**config.mk**
```make
export PLATFORM = sky130hd
export DESIGN_NAME = uart_tx_fifo_regif_flat
export DESIGN_NICKNAME = d
export VERILOG_FILES = /design/src/rtl/uart_tx_pkg.sv /design/src/rtl/uart_tx_fifo_regif_if.sv /design/src/rtl/sync_fifo.sv /design/src/rtl/uart_tx_fifo_regif.sv /design/src/flat_wrapper.sv
export SDC_FILE = /design/constraint.sdc
export NUM_CORES = 1
export LEC_CHECK = 0
export BUFFER_PORTS_ARGS = -buffer_cell sky130_fd_sc_hd__buf_2
export CORE_ASPECT_RATIO = 1.75
export CORE_MARGIN = 2
export CORE_UTILIZATION = 55
export CTS_BUF_LIST = sky130_fd_sc_hd__clkbuf_8 sky130_fd_sc_hd__clkbuf_16
export DETAILED_ROUTE_END_ITERATION = 12
export PLACE_DENSITY = 0.77
export SLEW_MARGIN = 5
export SYNTH_ARGS = -nofsm -noshare
export SYNTH_HDL_FRONTEND = slang
export SYNTH_SLANG_ARGS = --single-unit
```
**constraint.sdc**
```tcl
create_clock -name clk -period 5.2 [get_ports clk]
set_input_delay 0.78 -clock clk [delete_from_list [all_inputs] [get_ports clk]]
set_output_delay 0.78 -clock clk [all_outputs]
set_load 0.02 [all_outputs]
```
**src/rtl/uart_tx_pkg.sv**
```systemverilog
// Shared constants for the buffered UART transmitter: register map, CTRL/STATUS
// bit positions and the TX state encoding.
package uart_tx_pkg;

  localparam logic [1:0] ADDR_TXDATA = 2'd0;
  localparam logic [1:0] ADDR_CTRL   = 2'd1;
  localparam logic [1:0] ADDR_BAUD   = 2'd2;
  localparam logic [1:0] ADDR_STATUS = 2'd3;

  localparam int unsigned CTRL_TX_EN    = 0;
  localparam int unsigned CTRL_PAR_EN   = 1;
  localparam int unsigned CTRL_PAR_ODD  = 2;
  localparam int unsigned CTRL_TWO_STOP = 3;
  localparam int unsigned CTRL_IRQ_EN   = 4;
  localparam int unsigned CTRL_W        = 5;

  localparam logic [CTRL_W-1:0] CTRL_RESET = 5'h01;

  localparam int unsigned ST_BUSY    = 0;
  localparam int unsigned ST_EMPTY   = 1;
  localparam int unsigned ST_FULL    = 2;
  localparam int unsigned ST_OVF     = 3;
  localparam int unsigned ST_CNT_LSB = 4;

  typedef enum logic [2:0] {
    S_IDLE,
    S_START,
    S_DATA,
    S_PARITY,
    S_STOP
  } tx_state_t;

endpackage

```
**src/rtl/uart_tx_fifo_regif_if.sv**
```systemverilog
// Register-port bundle between software-side master and the UART block.
interface uart_tx_fifo_regif_if #(
  parameter int unsigned DATA_W = 8
);

  logic              wr_en;
  logic              rd_en;
  logic [1:0]        wr_addr;
  logic [1:0]        rd_addr;
  logic [DATA_W-1:0] wr_data;
  logic [DATA_W-1:0] rd_data;

  modport master (
    output wr_en, rd_en, wr_addr, rd_addr, wr_data,
    input  rd_data
  );

  modport slave (
    input  wr_en, rd_en, wr_addr, rd_addr, wr_data,
    output rd_data
  );

endinterface

```
**src/rtl/sync_fifo.sv**
```systemverilog
// Single-clock show-ahead FIFO; dout always presents the oldest entry.
module sync_fifo #(
  parameter int unsigned DATA_W     = 8,
  parameter int unsigned FIFO_DEPTH = 8,
  localparam int unsigned PTR_W     = $clog2(FIFO_DEPTH),
  localparam int unsigned CNT_W     = $clog2(FIFO_DEPTH + 1)
) (
  input  logic              clk,
  input  logic              rst,
  input  logic              push,
  input  logic              pop,
  input  logic [DATA_W-1:0] din,
  output logic [DATA_W-1:0] dout,
  output logic              full,
  output logic              empty,
  output logic [CNT_W-1:0]  count
);

  logic [DATA_W-1:0] mem [FIFO_DEPTH];
  logic [PTR_W-1:0]  wr_ptr;
  logic [PTR_W-1:0]  rd_ptr;
  logic              do_push;
  logic              do_pop;

  assign full    = (count == CNT_W'(FIFO_DEPTH));
  assign empty   = (count == '0);
  assign do_push = push && !full;
  assign do_pop  = pop && !empty;
  assign dout    = mem[rd_ptr];

  always_ff @(posedge clk) begin
    if (do_push) mem[wr_ptr] <= din;
  end

  // Power-of-two depth lets the pointers wrap by plain overflow.
  always_ff @(posedge clk or negedge rst) begin
    if (!rst) begin
      wr_ptr <= '0;
      rd_ptr <= '0;
      count  <= '0;
    end else begin
      if (do_push) wr_ptr <= wr_ptr + PTR_W'(1);
      if (do_pop)  rd_ptr <= rd_ptr + PTR_W'(1);
      case ({do_push, do_pop})
        2'b10:   count <= count + CNT_W'(1);
        2'b01:   count <= count - CNT_W'(1);
        default: count <= count;
      endcase
    end
  end

endmodule

```
**src/rtl/uart_tx_fifo_regif.sv**
```systemverilog
// Buffered UART transmitter: register decode, TX FIFO and frame serialiser
// with programmable baud divider, optional parity and 1/2 stop bits.
module uart_tx_fifo_regif
  import uart_tx_pkg::*;
#(
  parameter int unsigned       DATA_W      = 8,
  parameter int unsigned       FIFO_DEPTH  = 8,
  parameter logic [DATA_W-1:0] DEFAULT_DIV = DATA_W'(15)
) (
  input  logic                 clk,
  input  logic                 rst,
  uart_tx_fifo_regif_if.slave  bus,
  output logic                 busy,
  output logic                 uart_tx_done,
  output logic                 tx_irq,
  output logic                 tx_out
);

  localparam int unsigned BIT_W = $clog2(DATA_W);
  localparam int unsigned CNT_W = $clog2(FIFO_DEPTH + 1);

  logic [CTRL_W-1:0] ctrl;
  logic [DATA_W-1:0] baud;
  logic              ovf;
  logic [DATA_W-1:0] status;

  logic              wr_txdata;
  logic              fifo_full;
  logic              fifo_empty;
  logic [CNT_W-1:0]  fifo_count;
  logic [DATA_W-1:0] fifo_dout;
  logic              pop;

  tx_state_t         state, state_n;
  logic [DATA_W-1:0] cnt, cnt_n;
  logic [BIT_W-1:0]  bit_idx, bit_n;
  logic [DATA_W-1:0] data_l;
  logic [DATA_W-1:0] div_l;
  logic              par_en_l, par_odd_l, two_stop_l;
  logic              load;
  logic              done_n;
  logic              line_n;
  logic              start_ok;

  assign wr_txdata = bus.wr_en && (bus.wr_addr == ADDR_TXDATA);

  sync_fifo #(
    .DATA_W     (DATA_W),
    .FIFO_DEPTH (FIFO_DEPTH)
  ) u_fifo (
    .clk   (clk),
    .rst   (rst),
    .push  (wr_txdata),
    .pop   (pop),
    .din   (bus.wr_data),
    .dout  (fifo_dout),
    .full  (fifo_full),
    .empty (fifo_empty),
    .count (fifo_count)
  );

  always_comb begin
    status                          = '0;
    status[ST_BUSY]                 = busy;
    status[ST_EMPTY]                = fifo_empty;
    status[ST_FULL]                 = fifo_full;
    status[ST_OVF]                  = ovf;
    status[DATA_W-1:ST_CNT_LSB]     = (DATA_W - ST_CNT_LSB)'(fifo_count);
  end

  // Reads sample pre-write register contents, so a same-cycle write is not visible.
  always_ff @(posedge clk or negedge rst) begin
    if (!rst) begin
      ctrl        <= CTRL_RESET;
      baud        <= DEFAULT_DIV;
      ovf         <= 1'b0;
      bus.rd_data <= '0;
    end else begin
      if (bus.rd_en) begin
        case (bus.rd_addr)
          ADDR_CTRL:   bus.rd_data <= DATA_W'(ctrl);
          ADDR_BAUD:   bus.rd_data <= baud;
          ADDR_STATUS: bus.rd_data <= status;
          default:     bus.rd_data <= '0;
        endcase
      end
      if (bus.wr_en && bus.wr_addr == ADDR_CTRL) ctrl <= bus.wr_data[CTRL_W-1:0];
      if (bus.wr_en && bus.wr_addr == ADDR_BAUD) baud <= bus.wr_data;
      if (bus.wr_en && bus.wr_addr == ADDR_STATUS && bus.wr_data[ST_OVF]) ovf <= 1'b0;
      if (wr_txdata && fifo_full) ovf <= 1'b1;
    end
  end

  assign tx_irq   = ovf | (ctrl[CTRL_IRQ_EN] & fifo_empty & ~busy);
  assign start_ok = ctrl[CTRL_TX_EN] && !fifo_empty;

  always_comb begin
    state_n = state;
    cnt_n   = cnt;
    bit_n   = bit_idx;
    pop     = 1'b0;
    load    = 1'b0;
    done_n  = 1'b0;
    if (state != S_IDLE) cnt_n = cnt - DATA_W'(1);
    case (state)
      S_IDLE: begin
        if (start_ok) begin
          pop     = 1'b1;
          load    = 1'b1;
          state_n = S_START;
          cnt_n   = baud;
        end
      end
      S_START: begin
        if (cnt == '0) begin
          state_n = S_DATA;
          bit_n   = '0;
          cnt_n   = div_l;
        end
      end
      S_DATA: begin
        if (cnt == '0) begin
          cnt_n = div_l;
          if (bit_idx == BIT_W'(DATA_W - 1)) begin
            state_n = par_en_l ? S_PARITY : S_STOP;
            bit_n   = '0;
          end else begin
            bit_n = bit_idx + BIT_W'(1);
          end
        end
      end
      S_PARITY: begin
        if (cnt == '0) begin
          state_n = S_STOP;
          bit_n   = '0;
          cnt_n   = div_l;
        end
      end
      S_STOP: begin
        // bit_idx doubles as the stop-bit counter in this state.
        if (cnt == '0) begin
          if (two_stop_l && bit_idx == '0) begin
            bit_n = BIT_W'(1);
            cnt_n = div_l;
          end else begin
            done_n = 1'b1;
            if (start_ok) begin
              pop     = 1'b1;
              load    = 1'b1;
              state_n = S_START;
              cnt_n   = baud;
            end else begin
              state_n = S_IDLE;
            end
          end
        end
      end
      default: state_n = S_IDLE;
    endcase

    // Line level is computed for the upcoming state so tx_out lines up with it.
    line_n = 1'b1;
    case (state_n)
      S_START:  line_n = 1'b0;
      S_DATA:   line_n = data_l[bit_n];
      S_PARITY: line_n = (^data_l) ^ par_odd_l;
      default:  line_n = 1'b1;
    endcase
  end

  always_ff @(posedge clk or negedge rst) begin
    if (!rst) begin
      state        <= S_IDLE;
      cnt          <= '0;
      bit_idx      <= '0;
      data_l       <= '0;
      div_l        <= '0;
      par_en_l     <= 1'b0;
      par_odd_l    <= 1'b0;
      two_stop_l   <= 1'b0;
      busy         <= 1'b0;
      uart_tx_done <= 1'b0;
      tx_out       <= 1'b1;
    end else begin
      state        <= state_n;
      cnt          <= cnt_n;
      bit_idx      <= bit_n;
      busy         <= (state_n != S_IDLE);
      uart_tx_done <= done_n;
      tx_out       <= line_n;
      if (load) begin
        data_l     <= fifo_dout;
        div_l      <= baud;
        par_en_l   <= ctrl[CTRL_PAR_EN];
        par_odd_l  <= ctrl[CTRL_PAR_ODD];
        two_stop_l <= ctrl[CTRL_TWO_STOP];
      end
    end
  end

endmodule

```
**src/flat_wrapper.sv**
```systemverilog
// flat-port wrapper written by rule: the top's interface ports become plain ports
module uart_tx_fifo_regif_flat import uart_tx_pkg::*;
#(
  parameter int unsigned       DATA_W      = 8,
  parameter int unsigned       FIFO_DEPTH  = 8,
  parameter logic [DATA_W-1:0] DEFAULT_DIV = DATA_W'(15)
)
  (clk, rst, busy, uart_tx_done, tx_irq, tx_out, bus_wr_en, bus_rd_en, bus_wr_addr, bus_rd_addr, bus_wr_data, bus_rd_data);
  uart_tx_fifo_regif_if #(.DATA_W(DATA_W)) bus_i ();
  input  logic clk;
  input  logic rst;
  output logic busy;
  output logic uart_tx_done;
  output logic tx_irq;
  output logic tx_out;
  input wire logic [$bits(bus_i.wr_en)-1:0] bus_wr_en;
  input wire logic [$bits(bus_i.rd_en)-1:0] bus_rd_en;
  input wire logic [$bits(bus_i.wr_addr)-1:0] bus_wr_addr;
  input wire logic [$bits(bus_i.rd_addr)-1:0] bus_rd_addr;
  input wire logic [$bits(bus_i.wr_data)-1:0] bus_wr_data;
  output wire logic [$bits(bus_i.rd_data)-1:0] bus_rd_data;
  assign bus_i.wr_en = bus_wr_en;
  assign bus_i.rd_en = bus_rd_en;
  assign bus_i.wr_addr = bus_wr_addr;
  assign bus_i.rd_addr = bus_rd_addr;
  assign bus_i.wr_data = bus_wr_data;
  assign bus_rd_data = bus_i.rd_data;
  uart_tx_fifo_regif #(.DATA_W(DATA_W), .FIFO_DEPTH(FIFO_DEPTH), .DEFAULT_DIV(DEFAULT_DIV)) u_core (.clk(clk), .rst(rst), .bus(bus_i), .busy(busy), .uart_tx_done(uart_tx_done), .tx_irq(tx_irq), .tx_out(tx_out));
endmodule
```
==> impl_metrics.json, run 1 <==
{
  "tritoncts": "yes",
  "ctsResizeCount": 0,
  "start_kind": "register",
  "async_flop_share": 0.515,
  "synth_top_area_frac": 0.303,
  "path_clk_slew_ns": 0.06,
  "timing.final.crit_share": 0.743,
  "yosys.area_share.simple": 0.122,
  "synthesis.nets": 542,
  "rows": 51,
  "power_w": 0.00422,
  "io_buffers": 27,
  "area_delta_synth_final_pct": 13.9,
  "ant_nets": 0,
  "yosys.area.top_type": "edfxtp_1",
  "tightest_slew_ns": 1.14,
  "num_antenna_cells": 0,
  "rsz0062_at_grt": "no",
  "drc": 0,
  "die_h_um": 146,
  "layout_min_cycle_time_ns": 3.86,
  "ys_types": 74,
  "fin_skew_ns": 0.00688,
  "slew_headroom": 0.241,
  "layout.nets": 570,
  "ys_seq_area_frac": 0.573,
  "power.density_mw_per_mm2": 584,
  "drive_above_1_share": 0.217,
  "grt_pass1_vias": 4623,
  "io_pins": 28,
  "start_util": 0.568,
  "path_max_fanout": 30,
  "place_hpwl_mm": 10.1,
  "cts_root_buffer": "clkbuf_16",
  "status": "finished clean",
  "grt_use_total": 0.252,
  "synthFlopType": "edfxtp_1",
  "dp_cells": 657,
  "worstHoldPathType": "reg -> reg",
  "post-route-util": 0.647,
  "drt_first_pass_iters": 6,
  "cp.required_ns": 5.49,
  "endpoint_kind": "register",
  "core_region_area_mm2": 0.0112,
  "htreeDepth": 4,
  "maxCapViolations": 0,
  "whs_ns": 0.508,
  "grt_max_degree": 69,
  "synth_edf_count": 64,
  "syn_area_mm2": 0.00634,
  "report.final.hold_viol_count": 0,
  "dieArea_mm2": 0.0124,
  "avgRoutedWirePerCell_um": 21.3,
  "ctsHoldBuffers": 0,
  "synth_common_cells": "nand2_1 (67), edfxtp_1 (64), dfrtp_1 (62)",
  "vias": 4310,
  "setup_viol": 0,
  "max_freq_mhz": 259,
  "use_met3": 0.0475,
  "die_w_um": 85.2,
  "drt_iter0_drc": 252,
  "synth_top_family_by_area": "simple AND/OR/NAND/NOR gates",
  "cts_setup_buffers": 0,
  "cts_buffers": 17,
  "timing_worst_setup_path_type": "reg -> reg",
  "clkLatencyLatePin_ns": 0.41,
  "grt_overflow": 0,
  "clock_path_buffers": 2,
  "busiest_layer": "met2",
  "cp.arrival_ns": 4.15,
  "gp_congestion": 0.926,
  "grt_pass1_wl_mm": 23.6,
  "cts.sinks": 132,
  "synth_most_common_cell": "nand2_1",
  "synthTopCellsByArea": "edfxtp_1 (30%), dfrtp_1 (24%), mux4_2 (5.7%)",
  "antenna_found_initial": 0,
  "wirelength_mm": 14.7,
  "synth_xor_area_frac": 0.0290,
  "grtUsageMet2": 0.466,
  "tns_ns": 0,
  "via_per_inst": 6.26,
  "use_met1": 0.256,
  "synth_compound_area_frac": 0.106,
  "ys_ff_latch": 132,
  "synth.avg_cell_area_um2": 12.3,
  "fin_cells": 689,
  "slew_viol_final": 0,
  "ys_warn_count": 0,
  "ir_drop_uv": 521,
  "synth_adder_area_share": 0.0209,
  "synth.mux.area_fraction": 0.119,
  "synthCells": 516,
  "p_leak_nw": 2.85
}
## cell families (layout without fill, tap and decap cells)
logic type	after synthesis	in the layout
simple gates	158	158
flops	132	132
compound gates	95	95
mux	53	53
buf+inv	47	88
xor+xnor	21	21
fa+ha+maj	10	10
## final cells by class
type	count	area, um^2
clock inverters	15	204
repair buffers	35	195
well taps	132	165
inverters	21	78.8
multi-input cells	337	2520
flip-flops and latches	132	3630
fillers	796	3940
clock buffers	17	425
## final timing paths
check,to,depth (start not counted),slack [ns],startpoint
worst max-delay path,u_core.u_fifo.count[3],13,1.34,u_core.cnt[0]
worst min-delay path,u_core.two_stop_l,2,0.51,u_core.two_stop_l
worst max register to register,u_core.u_fifo.count[3],13,1.34,u_core.cnt[0]
worst min register to register,u_core.two_stop_l,2,0.51,u_core.two_stop_l
max in group asynchronous,u_core.cnt[4],2,4.03,rst
min in group asynchronous,u_core.bus.rd_data[4],2,0.58,rst
## metal layers
metal,share of wire,up-vias
li1,-,1961
met1,0.34,2127
met4,0.049,0
met2,0.57,164
met3,0.035,58
met5,0,-
## per-stage QoR
stage,setup WS (ns),instance area [um^2]
final,1.34,7220
after global routing,0.977,7220
after CTS,1.34,7220
after detailed placement,1.35,6590
after global placement,1.46,6590
after floorplan,2.15,6340
## power breakdown
group,switching [W],total (W),internal (W)
logic,0.000686,0.00131,0.000623
clock network,0.000451,0.00126,0.000807
registers,0.000335,0.00165,0.00132
total,0.00147,0.00422,0.00275
## state kept, by name, indices dropped and copies added, names as in the netlist
signal,count
u_core.data_l,8
u_core.u_fifo.mem,64
u_core.cnt,8
u_core.baud,8
u_core.two_stop_l,1
u_core.busy,1
u_core.par_en_l,1
u_core.u_fifo.rd_ptr,3
u_core.state,3
u_core.uart_tx_done,1
u_core.bus.rd_data,8
u_core.ovf,1
u_core.u_fifo.wr_ptr,3
u_core.bit_idx,3
u_core.tx_out,1
u_core.u_fifo.count,4
u_core.ctrl,5
u_core.par_odd_l,1
u_core.div_l,8
## critical path: stages, from the launching register on
cell and delay [ns]:
dfrtp_1 0.40, inv_1 0.09, ha_1 0.23, nor3b_2 0.60
nand3_2 0.18, a211o_1 0.65, inv_2 0.36, ha_1 0.26
ha_1 0.24, a21o_1 0.18, a21oi_1 0.19, xnor2_1 0.14
nor2_1 0.07, xor2_1 0.14
## cell usage in the layout (no fill, tap or decap), drive strengths merged, types with 17 or more instances in the layout
master and instances:
inv 25, nand2 69, mux2i 18, a21oi 22, o21ai 20, dfrtp 62
buf 35, mux2 19, edfxtp 64, clkbuf 17, nor2 32
(Power assumes the default switching activity.)
==> run 2: changes to the inputs <==
==> constraint.sdc (replaced) <==
create_clock -name clk -period 3.97 [get_ports clk]
set_input_delay 0.5955 -clock clk [delete_from_list [all_inputs] [get_ports clk]]
set_output_delay 0.5955 -clock clk [all_outputs]
set_load 0.02 [all_outputs]
==> run 2 against run 1 <==
  * Combinational power increased by 31%
  * Non-clock buffer count increased by 1
  * Highest routed layer unchanged
  * Critical path depth unchanged
  * Largest power group unchanged
  * Setup slack got worse by 0.58 ns
==> impl_metrics.json, run 2 (synthesis results as in run 1) <==
{
  "dp_slack_ns": 0.755,
  "start_kind": "register",
  "status": "finished clean",
  "cp-startpoint": "u_core.cnt[0]",
  "endpoint": "u_core.u_fifo.count[3]",
  "cp.required_ns": 4.27,
  "rr_startpoint": "u_core.cnt[0]",
  "critical-path-max-stage-delay_ns": 0.57,
  "clock_power_share": 0.280,
  "io_buffers": 27,
  "die_h_um": 146,
  "worst-path-buf-inv": 2,
  "final_cell_mix": "nand2_1 (67), edfxtp_1 (64), dfrtp_1 (62), nor2_1 (31), buf_2 (27)",
  "switching_share": 0.353,
  "avgRoutedWirePerCell_um": 21.2,
  "r2r_end": "u_core.u_fifo.count[3]",
  "crit_slowest_cell": "nor3b_2",
  "power_frac_seq": 0.400,
  "drive_above_1_share": 0.217,
  "tightest_slew_ns": 1.13,
  "rows": 51,
  "critPathTopFamily": "simple AND/OR/NAND/NOR gates",
  "tritoncts": "yes",
  "io_pins": 28,
  "htreeDepth": 4,
  "max_flop_register": "u_core.u_fifo.mem",
  "rsz0062_at_grt": "no",
  "grt_use_total": 0.247,
  "path_max_fanout": 9,
  "grtUsageMet2": 0.470,
  "clkLatencyLatePin_ns": 0.42,
  "endpoint_kind": "register",
  "p_sw_w": 0.00190,
  "pwr-share-comb": 0.320,
  "fin_skew_ns": 0.0112,
  "core_region_area_mm2": 0.0112,
  "slew_headroom": 0.250,
  "grt_overflow": 0,
  "max_freq_mhz": 311,
  "fill_cells": 773,
  "place_hpwl_mm": 10.3,
  "p_leak_nw": 2.83,
  "critical_path_depth": 13,
  "power.density_mw_per_mm2": 750,
  "drt_first_pass_iters": 5,
  "gp_congestion": 0.915,
  "ff2ff_setup_slack_ns": 0.76,
  "timing_worst_setup_path_type": "reg -> reg",
  "layout_min_cycle_time_ns": 3.21,
  "cts_buffers": 17,
  "use_met1": 0.255,
  "cts_root_buffer": "clkbuf_16",
  "area_delta_synth_final_pct": 13.2,
  "num_antenna_cells": 0,
  "largest_register_ffs": 64,
  "setup_viol": 0,
  "ir_drop_uv": 618,
  "worstHoldPathType": "in -> async",
  "timing.final.crit_share": 0.809,
  "grt_pass1_vias": 4531,
  "ctsResizeCount": 0,
  "report.final.hold_viol_count": 0,
  "grt_max_degree": 47,
  "layout.nets": 571,
  "use_met3": 0.0447,
  "start_util": 0.568,
  "grt_pass1_wl_mm": 23.3,
  "cts.sinks": 132,
  "cts_setup_buffers": 0,
  "drt_iter0_drc": 251,
  "critPathMostFrequentCell": "ha_1",
  "layout_commonest_cell": "nand2_1",
  "path_cells": "inv_1 > ha_1 > nor3b_2 > nand3_2 > a211o_1 > inv_2 > ha_1 > ha_1 > a21o_1 > a21oi_1 > xnor2_1 > nor2_1 > xor2_1",
  "dieArea_mm2": 0.0124,
  "drc": 0,
  "ctsHoldBuffers": 0,
  "cp.arrival_ns": 3.51,
  "r2r_cells": 13,
  "wirelength_mm": 14.7,
  "clock_path_buffers": 2,
  "antenna_found_initial": 0,
  "path_clk_slew_ns": 0.06,
  "internal_power_w": 0.00348,
  "die_w_um": 85.2,
  "ant_nets": 0,
  "tns_ns": 0,
  "vias": 4325,
  "maxCapViolations": 0,
  "via_per_inst": 6.27,
  "busiest_layer": "met2",
  "slew_viol_final": 0,
  "fin_ws_ns": 0.759
}
## run 2: changes by cell type in the layout (fill, tap and decap cells not counted), sizes merged
cell,previous run,this run
buf,35,36
bufinv,4,2
clkbuf,17,18
clkinv,5,6
clkinvlp,2,3
inv,25,24
## run 2: power groups by stage
stage                     Clock, W  Combinational [W]  Sequential (W)
after global routing       0.00158            0.00188         0.00220
after floorplan                  0            0.00146         0.00196
after CTS                  0.00153            0.00172         0.00215
after detailed placement         0            0.00170         0.00217
final                      0.00151            0.00172         0.00216
after global placement           0            0.00162         0.00215
## run 2: stage by stage
stage / cell area (um^2) / utilization / cells / hold slack, ns / power, W
after global placement: 6600 / 0.591 / 658 / 0.483 / 0.00378
after global routing: 7180 / 0.643 / 690 / 0.183 / 0.00566
final: 7180 / 0.643 / 690 / 0.145 / 0.00539
after floorplan: 6340 / - / 516 / 0.300 / 0.00343
after CTS: 7180 / 0.643 / 690 / 0.153 / 0.00540
after detailed placement: 6600 / 0.591 / 658 / 0.487 / 0.00387
## run 2: final cells by class
| cell class | count | area [um^2] | share of cell area |
|---|---|---|---|
| flip-flops and latches | 132 | 3630 | 0.506 |
| multi-input cells | 337 | 2520 | 0.352 |
| clock buffers | 18 | 439 | 0.0612 |
| repair buffers | 36 | 203 | 0.0282 |
| well taps | 132 | 165 | 0.0230 |
| clock inverters | 14 | 139 | 0.0193 |
| inverters | 21 | 78.8 | 0.0110 |
## run 2: how the worst min path moves through the flow
stage                          from                      end  slack [ns]  depth (start not counted)
floorplan                       rst           u_core.baud[4]        0.30                          0
CTS                             rst  u_core.u_fifo.wr_ptr[2]        0.15                          1
finish                          rst    u_core.bus.rd_data[3]        0.15                          1
detailed placement  u_core.div_l[7]          u_core.div_l[7]        0.49                          2
global placement    u_core.div_l[6]          u_core.div_l[6]        0.48                          2
global route                    rst  u_core.u_fifo.wr_ptr[0]        0.18                          1
## run 2: layer usage
layer  vias to the layer above  part of all wire  routed length [um]
li1                       1974                 -                   -
met1                      2165              0.34                5040
met2                       145              0.59                8610
met3                        41             0.036                 529
met4                         0             0.033                 478
met5                         -                 0                   0
